==> config.mk <==
export PLATFORM = sky130hd
export DESIGN_NAME = fixed_power
export DESIGN_NICKNAME = d
export VERILOG_FILES = /design/src/rtl/fixed_power_pkg.sv /design/src/rtl/fixed_power_q10_mul.sv /design/src/rtl/fixed_power.sv
export SDC_FILE = /design/constraint.sdc
export NUM_CORES = 1
export LEC_CHECK = 0
export BUFFER_PORTS_ARGS = -buffer_cell sky130_fd_sc_hd__clkbuf_2
export CAP_MARGIN = 10
export CORE_ASPECT_RATIO = 2
export CORE_MARGIN = 2
export CORE_UTILIZATION = 60
export CTS_CLUSTER_DIAMETER = 60
export DETAILED_ROUTE_END_ITERATION = 7
export PLACE_DENSITY = 0.8
export SLEW_MARGIN = 20
export SYNTH_ARGS = -nofsm -noshare
export SYNTH_HDL_FRONTEND = slang
export SYNTH_SLANG_ARGS = --single-unit
==> constraint.sdc <==
create_clock -name clk -period 6.47 [get_ports clk]
set_input_delay 0.3235 -clock clk [delete_from_list [all_inputs] [get_ports clk]]
set_output_delay 0.3235 -clock clk [all_outputs]
set_load 0.01 [all_outputs]
==> src/rtl/fixed_power_pkg.sv <==
// Shared widths, Q10.10 constants and the state encoding for the fixed_power block.
package fixed_power_pkg;

  localparam int unsigned Q_WIDTH    = 20;
  localparam int unsigned FRAC_BITS  = 10;
  localparam int unsigned N_WIDTH    = 3;
  localparam int unsigned PROD_WIDTH = 2 * Q_WIDTH;

  localparam logic [Q_WIDTH-1:0] Q_ONE = 20'h00400;
  localparam logic [Q_WIDTH-1:0] Q_SAT = 20'hFFFFF;

  typedef enum logic [1:0] {
    IDLE = 2'd0,
    MUL  = 2'd1,
    OUT  = 2'd2
  } state_e;

endpackage

==> src/rtl/fixed_power_q10_mul.sv <==
// Combinational Q10.10 multiply: truncated Q10.10 product plus an integer-overflow flag.
module q10_mul
  import fixed_power_pkg::*;
(
  input  logic [Q_WIDTH-1:0] a,
  input  logic [Q_WIDTH-1:0] b,
  output logic [Q_WIDTH-1:0] p,
  output logic               ovf
);

  localparam int unsigned SHIFT_WIDTH = PROD_WIDTH - FRAC_BITS;

  logic [PROD_WIDTH-1:0]  prod;
  logic [SHIFT_WIDTH-1:0] prod_shr;

  assign prod     = PROD_WIDTH'(a) * PROD_WIDTH'(b);
  // Dropping the fraction LSBs is the truncation; anything above Q_WIDTH is overflow.
  assign prod_shr = SHIFT_WIDTH'(prod >> FRAC_BITS);
  assign p        = prod_shr[Q_WIDTH-1:0];
  assign ovf      = |prod_shr[SHIFT_WIDTH-1:Q_WIDTH];

endmodule

==> src/rtl/fixed_power.sv <==
// Iterative Q10.10 integer power: one multiply per cycle, saturating with early exit on overflow.
module fixed_power
  import fixed_power_pkg::*;
(
  input  logic               clk,
  input  logic               rst_n,
  input  logic               in_valid,
  input  logic [Q_WIDTH-1:0] in_data_1,
  input  logic [N_WIDTH-1:0] in_data_2,
  output logic               in_ready,
  output logic               out_valid,
  output logic [Q_WIDTH-1:0] out_data,
  output logic               out_ovf
);

  state_e               state_q, state_d;
  logic [Q_WIDTH-1:0]   base_q, base_d;
  logic [Q_WIDTH-1:0]   acc_q, acc_d;
  logic [N_WIDTH-1:0]   n_q, n_d;
  logic [N_WIDTH-1:0]   count_q, count_d;
  logic                 ovf_q, ovf_d;
  logic                 out_valid_q, out_valid_d;
  logic [Q_WIDTH-1:0]   out_data_q, out_data_d;
  logic                 out_ovf_q, out_ovf_d;

  logic [Q_WIDTH-1:0]   mul_p;
  logic                 mul_ovf;

  q10_mul u_mul (
    .a   (acc_q),
    .b   (base_q),
    .p   (mul_p),
    .ovf (mul_ovf)
  );

  // Next-state and datapath update.
  always_comb begin
    state_d     = state_q;
    base_d      = base_q;
    acc_d       = acc_q;
    n_d         = n_q;
    count_d     = count_q;
    ovf_d       = ovf_q;
    out_valid_d = 1'b0;
    out_data_d  = '0;
    out_ovf_d   = 1'b0;

    case (state_q)
      IDLE: begin
        if (in_valid) begin
          base_d  = in_data_1;
          n_d     = in_data_2;
          acc_d   = in_data_1;
          count_d = '0;
          ovf_d   = 1'b0;
          state_d = (in_data_2 < N_WIDTH'(2)) ? OUT : MUL;
        end
      end
      MUL: begin
        count_d = N_WIDTH'(count_q + N_WIDTH'(1));
        if (mul_ovf) begin
          acc_d   = Q_SAT;
          ovf_d   = 1'b1;
          state_d = OUT;
        end else begin
          acc_d = mul_p;
          if (count_d == N_WIDTH'(n_q - N_WIDTH'(1))) begin
            state_d = OUT;
          end
        end
      end
      OUT: begin
        out_valid_d = 1'b1;
        out_ovf_d   = ovf_q;
        if (n_q == N_WIDTH'(0)) begin
          out_data_d = Q_ONE;
        end else if (n_q == N_WIDTH'(1)) begin
          out_data_d = base_q;
        end else begin
          out_data_d = acc_q;
        end
        state_d = IDLE;
      end
      default: state_d = IDLE;
    endcase
  end

  always_ff @(posedge clk) begin
    if (!rst_n) begin
      state_q     <= IDLE;
      base_q      <= '0;
      acc_q       <= '0;
      n_q         <= '0;
      count_q     <= '0;
      ovf_q       <= 1'b0;
      out_valid_q <= 1'b0;
      out_data_q  <= '0;
      out_ovf_q   <= 1'b0;
    end else begin
      state_q     <= state_d;
      base_q      <= base_d;
      acc_q       <= acc_d;
      n_q         <= n_d;
      count_q     <= count_d;
      ovf_q       <= ovf_d;
      out_valid_q <= out_valid_d;
      out_data_q  <= out_data_d;
      out_ovf_q   <= out_ovf_d;
    end
  end

  assign in_ready  = (state_q == IDLE);
  assign out_valid = out_valid_q;
  assign out_data  = out_data_q;
  assign out_ovf   = out_ovf_q;

endmodule

* Yosys cells after proc, flatten, opt, wreduce, memory -nomap -nowiden
Index checks and enable logic that the tools add are counted.
** Storage, ports and cells
- Register bits :: 71
- Bits of input ports :: 26
- Output and inout port bits :: 23
** Cells by class
- Add/subtract/negate cells :: 2
- $mul :: 1
- Order comparisons :: 1
- Eq/ne operators :: 7
- Multiplexer cells :: 16
- Bitwise operators :: 2
- Reductions and logical operators :: 10
** Operator list (count)
- 2-to-1 mux 20 bit :: 3
- multiplier 20 x 20 -> 40 bit :: 1
- case mux 20 bit (2 select lines) :: 1
- 2-to-1 mux 11 bit :: 1
- OR reduction 10 bit :: 1
- 2-to-1 mux 2 bit :: 4
- AND reduction 2 bit :: 4
- case mux 3 bit (2 select lines) :: 1
- inequality test 2 bit, second input constant :: 2
- case mux 2 bit (2 select lines) :: 1
- adder 3 x 1 -> 3 bit, second input constant :: 1
- == test 3 x 1 -> 1 bit, second input constant :: 1
- == test 3 bit :: 1
- zero test 3 bit :: 1
- less-than comparator 3 x 2 -> 1 bit, second input constant :: 1
- 2-to-1 mux 1 bit :: 3
- 2-to-1 mux 3 bit :: 1
- inequality test 3 bit, second input constant :: 1
- AND reduction 3 bit :: 1
- OR reduction 3 bit :: 1
- subtractor 3 x 1 -> 3 bit, second input constant :: 1
- == test 2 x 1 -> 1 bit, second input constant :: 1
- == test 2 bit, second input constant :: 1
- zero test 2 bit :: 1
- 3 further kinds :: 4

* Depth between registers and ports, before layout
- Depth in word-level cells :: 5
- Depth in mapped cells :: 28
- Mapped depth without buffers :: 25

* By module
A second synthesis with hierarchy kept.
** Second synthesis, totals
- Cells, all modules :: 1872
- Area total of the unflattened synthesis :: 16190.5 sq um
** By module, submodules not included
- q10_mul :: instances 1, cells an instance 1496, area an instance 13233.9 sq um
- fixed_power :: instances 1, cells an instance 376, area an instance 2956.6 sq um

* Least setup slack after synthesis
Ideal clock, no wire load.
- Kind :: reg2reg
- From :: register acc_q[7]
- To :: register acc_q[10]
- Library setup time :: 0.142 ns
- Arrival :: 6.909 ns
- Required time :: 6.328 ns
- Slack :: -0.581 ns
- Cell stages (with the launch flop) :: 27
- Period minus slack after synthesis :: 7.051 ns
- Path through :: dfxtp_1 > clkbuf_1 > nand2_1 > fa_1 > inv_1 > fa_1 > inv_1 > fa_1 > inv_1 > fa_1 > fa_1 > fa_1 > inv_1 > fa_1 > inv_1 > ha_1 > buf_2 > nand4_1 > or4_4 > nand3b_4 > o2111ai_2 > a31oi_1 > xnor2_1 > or3_4 > nor4_4 > buf_4 > a221oi_1
** Between the ends
- Cells in the longest elaborated chain, start to end :: 4
** RTL lines
- from (decl) :: RTL line fixed_power.sv:18 : logic [Q_WIDTH-1:0] acc_q, acc_d;
- from (signal assigned) :: RTL line fixed_power.sv:92 : acc_q <= '0;
- from (signal assigned) :: RTL line fixed_power.sv:102 : acc_q <= acc_d;
- multiplier 20 x 20 -> 40 bit * :: RTL line fixed_power_q10_mul.sv:16 : assign prod = PROD_WIDTH'(a) * PROD_WIDTH'(b);
- OR reduction 10 bit :: RTL line fixed_power_q10_mul.sv:20 : assign ovf = |prod_shr[SHIFT_WIDTH-1:Q_WIDTH];
- 2-to-1 mux 20 bit * :: RTL line fixed_power.sv:61 : if (mul_ovf) begin
- case mux 20 bit (2 select lines) * :: RTL line fixed_power.sv:48 : case (state_q)
Every way passes the cells marked *; elsewhere a longest branch is shown, timed or not.
A chain may end at the register's enable or synchronous reset.

* Final worst setup path
- From :: register acc_q[16]
- To :: register acc_q[1]
** Between the ends
- Cells in the longest elaborated chain, start to end :: 4
** RTL lines (RTL line)
- multiplier 20 x 20 -> 40 bit :: fixed_power_q10_mul.sv:16
- OR reduction 10 bit :: fixed_power_q10_mul.sv:20
- 2-to-1 mux 20 bit :: fixed_power.sv:61
- case mux 20 bit (2 select lines) :: fixed_power.sv:48
Every way passes these cells.

==> results.sh <==
export IMPL_portBuffers=48
export IMPL_antenna_found_initial=0
export IMPL_placed_area_mm2=0.01882
export IMPL_fillCellCount=1895
export IMPL_rsz0062_at_grt="true"
export IMPL_numCtsBuffers=9
export IMPL_pre_cts_ws_ns=-1.287
export IMPL_fin_skew_ns=0.01735
export IMPL_worst_slack_ns=-0.6976
export IMPL_wl_um=55030
export IMPL_path_class="flip-flop to flip-flop"
export IMPL_seq_power_share_pct=14.0
export IMPL_irDropWorstVdd_mv=0.2391
export IMPL_cts_sinks=71
export IMPL_synthArstFlopShare_pct=0
export IMPL_postCtsHoldBufs=0
export IMPL_leakage_nw=9.974
export IMPL_yosysWarnings=0
export IMPL_synth_edf_count=0
export IMPL_comb_power_share_pct=73.5
export IMPL_grt_pass1_vias=16460
export IMPL_cts_clk_slew_worst_paths_ns=0.06
export IMPL_hold_viol=0
export IMPL_switching_share_pct=49.32
export IMPL_synth_common_cells="inv_1 (355), fa_1 (319), nand2_1 (281), and2_1 (255), ha_1 (152)"
export IMPL_drcViolationCount=0
export IMPL_nets=2600
export IMPL_num_antenna_cells=0
export IMPL_ctsRootBufferMaster="clkbuf_16"
export IMPL_status="finished, violations left"
export IMPL_clock_latency_ns=0.37
export IMPL_gp_congestion=0.9777
export IMPL_cap_viol_max_count=0
export IMPL_synth_ff_type="dfxtp_1"
export IMPL_dp_hpwl_um=43090
export IMPL_tightestPinTransition_ns=1.126
export IMPL_synth_nets=2398
export IMPL_finalCritPeriodShare_pct=110.8
export IMPL_coreArea_mm2=0.02701
export IMPL_yosys_cell_types_count=69
export IMPL_internal_power_w=0.002115
export IMPL_clock_fmax_ghz=0.1395
export IMPL_p_per_area_mw_per_mm2=209.8
export IMPL_cp_end_kind="flip-flop"
export IMPL_synth_top_cells_by_area="fa_1 (39%), ha_1 (12%), and2_1 (9.7%)"
export IMPL_pwr_share_clk_pct=12.5
export IMPL_via_per_inst=5.967
export IMPL_design_area_mm2=0.01989
export IMPL_cts_max_path_buffers=2
export IMPL_yosysSeqAreaShare_pct=8.616
export IMPL_via_count=14660
export IMPL_setup_viol=23
export IMPL_synth_most_common_cell="inv_1"
export IMPL_grt_ovfl_total=0
export IMPL_multiInputGateArea_mm2=0.01388
export IMPL_yosys_area_top_type="fa_1"
export IMPL_maxSlewHeadroom_pct=24.76
export IMPL_drt_initial_drc_count=1014
export IMPL_die_h_um=238.5
export IMPL_fin_util_pct=73.65
export IMPL_num_rows=85
export IMPL_hold_path_class="primary input to flip-flop"
export IMPL_htree_levels=3
export IMPL_p_switching_w=0.002059
export IMPL_cp_start_kind="flip-flop"
export IMPL_syn_to_final_growth_pct=20.59
export IMPL_start_util_pct=61.07
export IMPL_worstPathRequired_ns=6.66
export IMPL_grt_pass1_wl_um=84340
export IMPL_report_final_slew_viol_count=0
export IMPL_cp_arrival_ns=7.36
export IMPL_critPathMaxFanout=4
export IMPL_violations="setup timing"
export IMPL_synthCells=1901
export IMPL_fin_crit_ns=7.168
export IMPL_synth_top_area_share_pct=38.71
export IMPL_pin_count=49
export IMPL_synth_area_mm2=0.01650
export IMPL_wl_per_cell_um=22.41
export IMPL_cts_tree="yes"
export IMPL_dr_pass1_iters=7
export IMPL_seqCellArea_mm2=0.001503
export IMPL_dieArea_mm2=0.02892
export IMPL_avgSynthCellArea_um2=8.678
export IMPL_die_x_um=121.3
export IMPL_antenna_left=0
export IMPL_grtUsageTotal_pct=39.20
export IMPL_drive_above_1_share_pct=22.58
export IMPL_reg2reg_slack_ns=-0.70
export IMPL_ys_seq_elements=71
export IMPL_grt_max_degree=50
critical path, stage by stage, from the launching register on:
cell and delay (ns):
dfxtp_1 0.46, and2_1 0.22, fa_1 0.47, fa_1 0.53, inv_1 0.05, fa_1 0.48
inv_1 0.07, fa_1 0.49, fa_1 0.51, fa_1 0.54, inv_2 0.06, fa_1 0.51
inv_2 0.05, ha_4 0.27, nand4_1 0.13, or4_4 0.58, nand3b_4 0.20, o2111ai_4 0.10
a31oi_2 0.13, xnor2_1 0.14, or3_4 0.35, nor4_4 0.30, buf_4 0.19, buf_6 0.12
a221oi_1 0.08
sequential cells by signal, summed over array words and instances, names as in the netlist:
register   cells
count_q        3
base_q        20
out_ovf        1
state_q        2
out_data      20
out_valid      1
ovf_q          1
acc_q         20
n_q            3
area by class of cell:
cell class	count	area share [%]
inverters	355	6.698
repair buffers	305	12.30
flip-flops and latches	71	7.553
well taps	348	2.189
multi-input cells	1361	69.77
clock inverters	4	0.1447
clock buffers	12	1.340
power by group through the flow:
stage / clock (W) / combinational, W / sequential [W]
floorplan: 0 / 0.00160 / 0.000519
global placement: 0 / 0.00262 / 0.000573
detailed placement: 0 / 0.00269 / 0.000574
CTS: 0.000518 / 0.00286 / 0.000570
global route: 0.000533 / 0.00330 / 0.000586
finish: 0.000522 / 0.00307 / 0.000583
what timing repair did:
action                                  4_1_cts  5_1_grt
buffers inserted                             10       15
pin swaps                                    35       38
endpoints found under the hold margin         0        0
gates resized for setup                      90       84
endpoints found under the setup margin       23       23
gates cloned                                  0        1
layer usage:
metal	up-vias	global-route usage, %	wire length [um]
met2	803	69.61	28550
met1	7202	36.37	15950
met4	0	37.69	7019
li1	6225	-	-
met5	-	0	0
met3	426	7.085	3509
placed cells by master (no fill, tap or decap), types with 11 or more instances in the layout:
| master | count |
|---|---|
| dfxtp_4 | 18 |
| clkbuf_2 | 48 |
| fa_2 | 12 |
| a21oi_2 | 11 |
| nand2_1 | 274 |
| ha_1 | 143 |
| dfxtp_1 | 42 |
| xnor2_1 | 23 |
| a21oi_1 | 81 |
| nor2_1 | 32 |
| buf_12 | 15 |
| nand4_1 | 11 |
| mux2i_1 | 22 |
| buf_4 | 223 |
| and2_1 | 241 |
| inv_2 | 13 |
| buf_6 | 14 |
| inv_1 | 341 |
| and2_4 | 13 |
| fa_1 | 307 |
| o21ai_0 | 25 |
| dfxtp_2 | 11 |
| a221oi_2 | 14 |
through the flow:
step	power [W]	hold WS, ns	TNS [ns]	cells
after floorplan	0.002117	0.4294	-8.695	1901
after global placement	0.003194	0.4403	-23.21	2418
after detailed placement	0.003260	0.4455	-25.43	2418
after CTS	0.003948	0.1770	-15.19	2442
after global routing	0.004422	0.2109	-19.74	2456
final	0.004174	0.1812	-15.16	2456
cells by family (layout without fill, tap and decap cells):
family / after synthesis / in the layout / synth area share [%]
AO/OA/AOI/OAI: 204 / 204 / 7.797
multiplexers: 22 / 22 / 1.335
adder cells (fa/ha/maj): 471 / 471 / 50.24
buffers and inverters: 469 / 676 / 10.81
XOR/XNOR: 33 / 33 / 1.752
flip-flops: 71 / 71 / 8.616
AND/OR/NAND/NOR: 631 / 631 / 19.45
worst paths after layout:
kind                                  to          from  cells after the start
worst max-delay path            acc_q[1]     acc_q[16]                     24
worst min-delay path              n_q[0]  in_data_2[0]                      3
worst max register to register  acc_q[1]     acc_q[16]                     24
worst min register to register   out_ovf         ovf_q                      1
Note: power is estimated with default switching activity, not from simulation.
